`src/rtl/popcount_pipe.sv`:
```
// rtl/popcount_pipe.sv - pipelined parametrised population-count engine
//
// Purpose: counts the set bits of a WIDTH-bit beat. Stage 1 is a bank of
// 6:3 compressor cells (one per 6-bit group, top group zero-padded); the
// following stages form a registered binary adder tree. Latency is
// 1 + ceil(log2(ceil(WIDTH/6))) cycles, throughput one beat per cycle.
//
// Optional feature macro: POPCNT_ACCUM_EN (adds a saturating per-packet
// accumulator with in_last / acc_valid / acc_count).
//
// Ports:
//   clk        in   clock, all logic on the rising edge
//   rst        in   synchronous reset, active-high
//   in_valid   in   input beat valid
//   in_ready   out  pipeline accepts a beat this cycle
//   in_data    in   [WIDTH] vector to count
//   in_last    in   last beat of a packet      (POPCNT_ACCUM_EN only)
//   acc_valid  out  one-cycle packet-sum pulse (POPCNT_ACCUM_EN only)
//   acc_count  out  [ACCW] saturated packet sum (POPCNT_ACCUM_EN only)
//   out_valid  out  result valid
//   out_ready  in   downstream accepts result
//   out_count  out  [clog2(WIDTH+1)] popcount of the beat
module popcount_pipe #(
  parameter int WIDTH = 36,
  parameter int ACCW  = 16
) (
  input  logic                         clk,
  input  logic                         rst,
  input  logic                         in_valid,
  output logic                         in_ready,
  input  logic [WIDTH-1:0]             in_data,
`ifdef POPCNT_ACCUM_EN
  input  logic                         in_last,
  output logic                         acc_valid,
  output logic [ACCW-1:0]              acc_count,
`endif
  output logic                         out_valid,
  input  logic                         out_ready,
  output logic [$clog2(WIDTH+1)-1:0]   out_count
);

  localparam int CW = $clog2(WIDTH + 1);
  localparam int G  = (WIDTH + 5) / 6;
  localparam int T  = $clog2(G);
  // One uniform element width for every tree level: wide enough for a group
  // count (3 bits) and for the final total, so no level can overflow.
  localparam int SW = (CW > 3) ? CW : 3;

  // Number of live elements at tree level lv.
  function automatic int lvl_n(input int lv);
    return (G + (1 << lv) - 1) >> lv;
  endfunction

  // 6:3 compressor cell: number of ones among six bits.
  function automatic logic [2:0] cmp63(input logic [5:0] b);
    return {2'b00, b[0]} + {2'b00, b[1]} + {2'b00, b[2]} +
           {2'b00, b[3]} + {2'b00, b[4]} + {2'b00, b[5]};
  endfunction

  logic [SW-1:0] lvl_q [T+1][G];
  logic [SW-1:0] lvl_d [T+1][G];
  logic [T:0]    vld_q, vld_d;
  logic [6*G-1:0] padded;
  logic          adv;

  assign out_valid = vld_q[T];
  assign out_count = lvl_q[T][0][CW-1:0];
  // The whole pipe moves together; it only stalls when a result is waiting.
  assign adv       = out_ready | ~out_valid;
  assign in_ready  = adv;

  // Idle beats are forced to zero so in_data never leaks into out_count.
  always_comb begin
    padded = '0;
    if (in_valid) padded[WIDTH-1:0] = in_data;
  end

  always_comb begin
    for (int lv = 0; lv <= T; lv++) begin
      for (int k = 0; k < G; k++) lvl_d[lv][k] = '0;
    end
    for (int k = 0; k < G; k++) lvl_d[0][k] = SW'(cmp63(padded[6*k +: 6]));
    for (int lv = 1; lv <= T; lv++) begin
      for (int k = 0; k < G; k++) begin
        if (k < lvl_n(lv)) begin
          // Odd trailing element is forwarded unchanged.
          if (2*k + 1 < lvl_n(lv - 1))
            lvl_d[lv][k] = lvl_q[lv-1][2*k] + lvl_q[lv-1][2*k+1];
          else
            lvl_d[lv][k] = lvl_q[lv-1][2*k];
        end
      end
    end
    vld_d    = '0;
    vld_d[0] = in_valid & in_ready;
    for (int lv = 1; lv <= T; lv++) vld_d[lv] = vld_q[lv-1];
  end

  always_ff @(posedge clk) begin
    if (rst) begin
      vld_q <= '0;
      for (int lv = 0; lv <= T; lv++) begin
        for (int k = 0; k < G; k++) lvl_q[lv][k] <= '0;
      end
    end else if (adv) begin
      vld_q <= vld_d;
      lvl_q <= lvl_d;
    end
  end

`ifdef POPCNT_ACCUM_EN
  localparam int AW = ((ACCW > CW) ? ACCW : CW) + 1;

  logic [T:0]      lst_q, lst_d;
  logic [ACCW-1:0] acc_q, acc_d;
  logic [ACCW-1:0] acc_count_q, acc_count_d;
  logic            acc_valid_q, acc_valid_d;
  logic [AW-1:0]   acc_sum;

  assign acc_valid = acc_valid_q;
  assign acc_count = acc_count_q;

  always_comb begin
    lst_d    = '0;
    lst_d[0] = in_last;
    for (int lv = 1; lv <= T; lv++) lst_d[lv] = lst_q[lv-1];
  end

  always_comb begin
    // One spare bit lets the saturation test see the carry.
    acc_sum = AW'(acc_q) + AW'(out_count);
    if (acc_sum > AW'({ACCW{1'b1}})) acc_sum = AW'({ACCW{1'b1}});
    acc_d       = acc_q;
    acc_count_d = acc_count_q;
    acc_valid_d = 1'b0;
    if (out_valid && out_ready) begin
      if (lst_q[T]) begin
        acc_count_d = acc_sum[ACCW-1:0];
        acc_valid_d = 1'b1;
        acc_d       = '0;
      end else begin
        acc_d = acc_sum[ACCW-1:0];
      end
    end
  end

  always_ff @(posedge clk) begin
    if (rst) begin
      lst_q       <= '0;
      acc_q       <= '0;
      acc_count_q <= '0;
      acc_valid_q <= 1'b0;
    end else begin
      if (adv) lst_q <= lst_d;
      acc_q       <= acc_d;
      acc_count_q <= acc_count_d;
      acc_valid_q <= acc_valid_d;
    end
  end
`endif

endmodule
```
`config.mk`:
```
export PLATFORM = sky130hd
export DESIGN_NAME = popcount_pipe
export DESIGN_NICKNAME = d
export VERILOG_FILES = /design/src/rtl/popcount_pipe.sv
export SDC_FILE = /design/constraint.sdc
export NUM_CORES = 1
export LEC_CHECK = 0
export ABC_AREA = 1
export CAP_MARGIN = 20
export CORE_UTILIZATION = 49
export CTS_BUF_LIST = sky130_fd_sc_hd__clkbuf_4 sky130_fd_sc_hd__clkbuf_8 sky130_fd_sc_hd__clkbuf_16
export CTS_CLUSTER_DIAMETER = 40
export CTS_CLUSTER_SIZE = 40
export DETAILED_ROUTE_END_ITERATION = 8
export GPL_TIMING_DRIVEN = 0
export PLACE_DENSITY = 0.89
export SLEW_MARGIN = 20
export SYNTH_ARGS = -nofsm -noshare
export SYNTH_HDL_FRONTEND = slang
export SYNTH_SLANG_ARGS = --single-unit
```
`constraint.sdc`:
```
create_clock -name clk -period 3.6 [get_ports clk]
set_clock_uncertainty 0.2 [all_clocks]
set_input_delay 0.72 -clock clk [delete_from_list [all_inputs] [get_ports clk]]
set_output_delay 0.72 -clock clk [all_outputs]
set_load 0.1 [all_outputs]
```
==> summary.md <==
| Metric | Value |
|---|---|
| Die Span X | 80.0 um |
| First-pass GRT wire length | 10,900 um |
| Period utilization | 95.4% |
| Post-Synthesis Net Count | 463 |
| Yosys top cell area share | 32.9% |
| Fin crit period | 3.43 ns |
| Hold_sp | vld_q[2] |
| Gr ovfl total | 0 |
| Core Util, Final | 61.6% |
| Netlist cell types | 22 |
| Core area | 0.00589 mm2 |
| Crit path kind | primary input to output pin |
| # DRC | 0 |
| Slew Limit Fails | 0 |
| Mapped cell area | 0.00298 mm2 |
| Global route hottest layer | met2 |
| Clock tree buffer depth | 2 |
| Die Area | 0.00640 mm2 |
| Antenna Cells | 0 |
| Most used flip-flop cell after synthesis | dfxtp_1 |
| Share of cells above drive strength 1 | 6.96% |
| Worst Hold Class | flop to flop |
| Worst Hold Depth | 2 |
| First-pass DRT Iterations | 4 |
| Met1 Use GR | 24.1% |
| Yosys top cell by area | dfxtp_1 |
| Cells after synthesis | 377 |
| GRT met3 Usage | 4.91% |
| ANT nets after route | 0 |
| Max Cap Violations | 0 |
| Via count | 2,600 |
| Clk slew on worst S/H paths | 0.09 ns |
| Initial Utilization | 50.6% |
| Reg area | 981 um2 |
| Layout Cells excl Fill | 506 |
| Placed wire-length estimate | 4860 um |
| Root buf cell | clkbuf_8 |
| Synthesized flop and latch total | 49 |
| Hold endpoint | vld_q[2] |
| Startpoint types | primary input |
| H-tree depth | 2 |
| RSZ-0062 raised after global routing | no |
| Post-synth EDFFs | 0 |
| YS warnings | 0 |
| Post-synth ARST share | 0% |
| Clk Latency, worst-skew pair | 0.31 ns |
| Power Density | 388 mW/mm2 |
| Total wire length | 6290 um |
| Peak VDD IR | 295 uV |
| Vert. Die Dim | 80.0 um |
| Leakage | 1.86 nW |
| Largest net degree at the start of global routing | 16 |
| Port bufs | 46 |
| Met2 GRT Util | 40.9% |
| Area occupied by multi-input gates | 0.00165 mm2 |
| Initial DRC Count | 156 |
| CTS tree | built |
| Tot GR Track Use | 22.3% |
| Placed instance count | 498 |
| Synth top area cells | dfxtp_1 33%, fa_1 15%, ha_1 9.7%, nor2_1 7.6%, inv_1 6.7% |
| Slew @ Worst Pin | 0.960 ns |
| Nets | 516 |
| R2r startpoint | lvl_q[60] |
| Final hold violation count | 0 |
| Antenna violations before repair | 0 |
| Number of hold buffers added after CTS | 0 |
| R2r endpoint | out_count[4] |
| R2R cell count | 8 |
| CTS sink count | 49 |
| Status | completed |
| Vias per std cell | 5.14 |
| Setup TNS Final | 0 ns |
| Clock buffer count from CTS | 5 |
| Crit path arrival time | 2.51 ns |
| Syn_area_per_cell | 7.90 um2 |
| Site Rows | 28 |
| Vias in the first global route | 2,575 |
| Endpoints failing setup | 0 |
| Critical Path RT | 2.68 ns |
| Crit-path max FO | 10 |
| Area Growth Syn to Fin | 21.8% |
| Worst setup EP type | output pin |
| Seq/Total Area, Yosys | 32.9% |
| Filler instances | 503 |
| Max Fclk | 291 MHz |
| Setup bufs post-CTS | 0 |
| PostCTS Resize Cnt | 1 |
| # IOs | 48 |
| Routability cong. | 0.870 |
| Flop2flop setup slack | 1.84 ns |
| Max-slew headroom | 35.8% |
| WL per Instance | 12.4 um |
worst max-delay path, stage by stage:
cell and delay, ns:
clkdlybuf4s50_1 0.51, nor2_4 0.07, inv_2 0.06, buf_6 0.13
buf_6 0.15, dlygate4sd2_1 0.86
cell type report:
class                      count  area share, %
inverter                      55           5.69
sequential                    49           27.0
multi-input combinational    249           45.4
buffer                        24           3.93
timing repair buffer          46           12.7
clock buffer                   6           2.28
clock inverter                 2          0.379
tap                           75           2.59
kinds of logic after synthesis:
kind of cell | share of synthesized area, %
XOR/XNOR | 1.47
AND/OR/NAND/NOR | 16.8
AO/OA/AOI/OAI | 11.9
adder cells (fa/ha/maj) | 25.1
buffers and inverters | 11.7
flip-flops | 32.9
state kept, by name, summed over array words and instances, names as in the netlist:
name / count
lvl_d: 4
lvl_q: 35
out_count: 6
vld_q: 4
how the worst max path moves through the flow:
stage / startpoint / endpoint / slack (ns) / cells after the start
floorplan: in_valid / lvl_q[127] / 0.14 / 10
global placement: out_ready / in_ready / -0.10 / 6
detailed placement: in_valid / lvl_q[127] / -0.12 / 10
CTS: out_ready / in_ready / 0.16 / 6
global route: in_valid / lvl_q[121] / 0.05 / 10
finish: out_ready / in_ready / 0.17 / 6
synth_stat cells, drive strengths merged, types with 2 or more instances:
cell	number
fa	23
buf	17
nand3	11
xor2	3
clkbuf	7
dfxtp	49
nand2	53
ha	23
a21oi	28
nor2	61
o21ai	43
inv	55
xnor2	2
layout by cell type, fill, tap and decap left out:
cell,netlist,layout
buf_2,7,7
xnor2_1,2,2
fa_1,23,23
o21ai_1,4,4
clkbuf_2,2,2
buf_4,7,7
o21ai_0,39,39
nor2_4,1,1
buf_1,1,1
clkinv_2,0,1
a21oi_1,28,28
clkbuf_1,5,5
nor2_1,60,60
nand3_1,11,11
clkbuf_8,0,6
ha_1,23,23
dfxtp_1,49,49
clkinv_4,0,1
inv_1,53,53
nor3_1,1,1
buf_6,2,2
xor2_1,3,3
inv_2,2,2
clkdlybuf4s50_1,0,45
dlygate4sd2_1,0,1
nand2_1,53,53
or2_2,1,1
metrics by stage:
step / instance area [um2] / total power, mW / hold WS [ns] / setup slack (ns)
3_3_place_gp: 3530 / 1.05 / 0.246 / -0.102
3_5_place_dp: 3530 / 1.07 / 0.249 / -0.121
6_report: 3630 / 1.41 / 0.262 / 0.166
5_1_grt: 3630 / 1.50 / 0.288 / 0.0509
2_1_floorplan: 2980 / 0.935 / 0.230 / 0.139
4_1_cts: 3630 / 1.41 / 0.262 / 0.164
report_power, final:
part / internal (mW) / switching (mW)
logic: 0.173 / 0.234
clock network: 0.156 / 0.190
registers: 0.611 / 0.0427
total: 0.939 / 0.467
layer usage:
layer  vias up  wire [um]
li1       1275          -
met1      1229       2550
met2        73       3180
met3        23        332
met4         0        231
met5         -          0
Power figures use the tool's default switching activity.
==> edit, RTL diff (same settings) <==
Set the parameter `WIDTH` to 28 (it was 36).
--- a/src/rtl/popcount_pipe.sv
+++ b/src/rtl/popcount_pipe.sv
@@ -21,7 +21,7 @@
 //   out_ready  in   downstream accepts result
 //   out_count  out  [clog2(WIDTH+1)] popcount of the beat
 module popcount_pipe #(
-  parameter int WIDTH = 36,
+  parameter int WIDTH = 28,
   parameter int ACCW  = 16
 ) (
   input  logic                         clk,
Ports: changed (resized in_data and out_count); port bits go from 48 to 39. The function was not compared with the original's and may differ.
==> edit against the original RTL <==
- via count decreased by 18%
- synthesized area decreased by 15%
- hold slack improved by 0.019 ns
- design area decreased by 15%
- count of clock-buffer cells in the layout unchanged
- wire length decreased by 18%
- fmax increased by 0.65%
- combinational power decreased by 16%
- sequential cell count decreased by 6
- final cell count decreased by 15%
- power decreased by 13%
- setup slack improved by 0.022 ns
==> edit: results (changes against the original RTL) <==
| Metric | Value |
|---|---|
| DR WL met2 | 2.65 mm (-17%) |
| Count of cell types in the netlist | 23 (+4.5%) |
| Mapped Nets | 387 (-16%) |
| Mean post-synth cell area | 7.92 sq um (+0.26%) |
| Power per Cell Area | 397 nW/um^2 (+2.4%) |
| Fin crit share | 0.948 (-0.00621) |
| M1 GR Usage | 0.252 (+0.0114) |
| Cells after DPL | 423 (-15%) |
| Met1 wire length | 2.34 mm (-8.2%) |
| Worst r2r src | lvl_q[40] |
| Leak | 0.00151 uW (-19%) |
| Routed len/inst | 12.0 um (-3.2%) |
| Critical path arrival | 2.49 ns (-0.02 ns) |
| Worst rel slew slack | 0.357 (-0.000785) |
| Top cells by area, synth | dfxtp_1, fa_1, ha_1 |
| Pin count of the biggest net entering global routing | 14 (-2) |
| Sequential fraction of the synthesis area | 0.341 (+0.0113) |
| Met3 wire len | 153 um (-54%) |
| Max reg flops | 28 (-20%) |
| Setup bufs post-CTS | 0 (unchanged) |
| Register-to-Register Path Depth | 6 (-2) |
| Met3 usage | 0.0576 (+0.00847) |
| GR Util All Layers | 0.218 (-0.00422) |
| Reg clk slew, reported paths | 0.07 ns (-0.02 ns) |
| Post-DP HPWL | 3.96 mm (-18%) |
| Maximum vdd drop | 0.260 mV (-12%) |
| Fill count | 403 (-20%) |
| Vias in the first global route | 2166 (-16%) |
| R2R Setup Slk | 1.96 ns (+0.12 ns) |
| Outcome | completed |
| GRT met2 Usage | 0.401 (-0.00879) |
| Initial DRC count | 110 (-29%) |
| # nets final | 431 (-16%) |
| DP Area | 2980 sq um (-16%) |
| Port bufs | 37 (-20%) |
| Most common library cells after synthesis | nor2_1, inv_1, o21ai_0, dfxtp_1, nand2_1 |
| Top Layer Used | met4 |
| Crit path max-delay cell type | dlygate4sd2_1 |
| Global placer's final weighted congestion | 0.820 (-5.8%) |
| Root Driver | clkbuf_8 |
| Vias per cell | 4.95 (-3.7%) |
| Global-route wire length before repair | 9.09 mm (-17%) |
| Layout cell share with drive strength beyond 1 | 0.0769 (+0.00732) |
| Finished Layout Cells | 431 (-15%) |
| Dpl ws | -0.0896 ns (+0.0316 ns) |
[edit: changes by cell type after synthesis, moves of 2 or more]
cell | unedited run | this run
a21oi_1 | 28 | 18
buf_2 | 7 | 3
dfxtp_1 | 49 | 43
fa_1 | 23 | 17
ha_1 | 23 | 19
inv_1 | 53 | 47
inv_2 | 2 | 0
nand2_1 | 53 | 41
nand3_1 | 11 | 7
nor2_1 | 60 | 52
o21ai_0 | 39 | 44
o21ai_1 | 4 | 1
[edit: how the worst min path moves through the flow]
stage	end	slack [ns]	from	cells past startpoint
after floorplan	vld_q[2]	0.23	vld_q[2]	2
after global placement	vld_q[2]	0.25	vld_q[2]	2
after detailed placement	lvl_d[42]	0.27	lvl_d[62]	2
after CTS	vld_q[3]	0.28	vld_q[2]	2
after global routing	vld_q[3]	0.31	vld_q[2]	2
final	vld_q[3]	0.28	vld_q[2]	2
[edit: final cells by class]
cell class / instances / share of cell area
Multi-Input combinational cell: 207 / 0.439
Sequential cell: 43 / 0.280
Timing Repair Buffer: 37 / 0.120
Inverter: 49 / 0.0611
Buffer: 20 / 0.0428
Tap cell: 67 / 0.0273
Clock buffer: 6 / 0.0249
Clock inverter: 2 / 0.00408
[edit: kinds of logic (layout without fill, tap and decap cells)]
| logic type | after synthesis | in the layout | share of synthesized area |
|---|---|---|---|
| XOR/XNOR | 4 | 4 | 0.0139 |
| AO/OA/AOI/OAI | 64 | 64 | 0.128 |
| flip-flops | 43 | 43 | 0.341 |
| AND/OR/NAND/NOR | 103 | 103 | 0.163 |
| adder cells (fa/ha/maj) | 36 | 36 | 0.229 |
| buffers and inverters | 69 | 114 | 0.126 |
[edit: where the power goes]
part / internal, uW / switching [uW]
Clock: 143 / 171
Sequential: 529 / 32.1
Combinational: 147 / 195
Total: 820 / 398
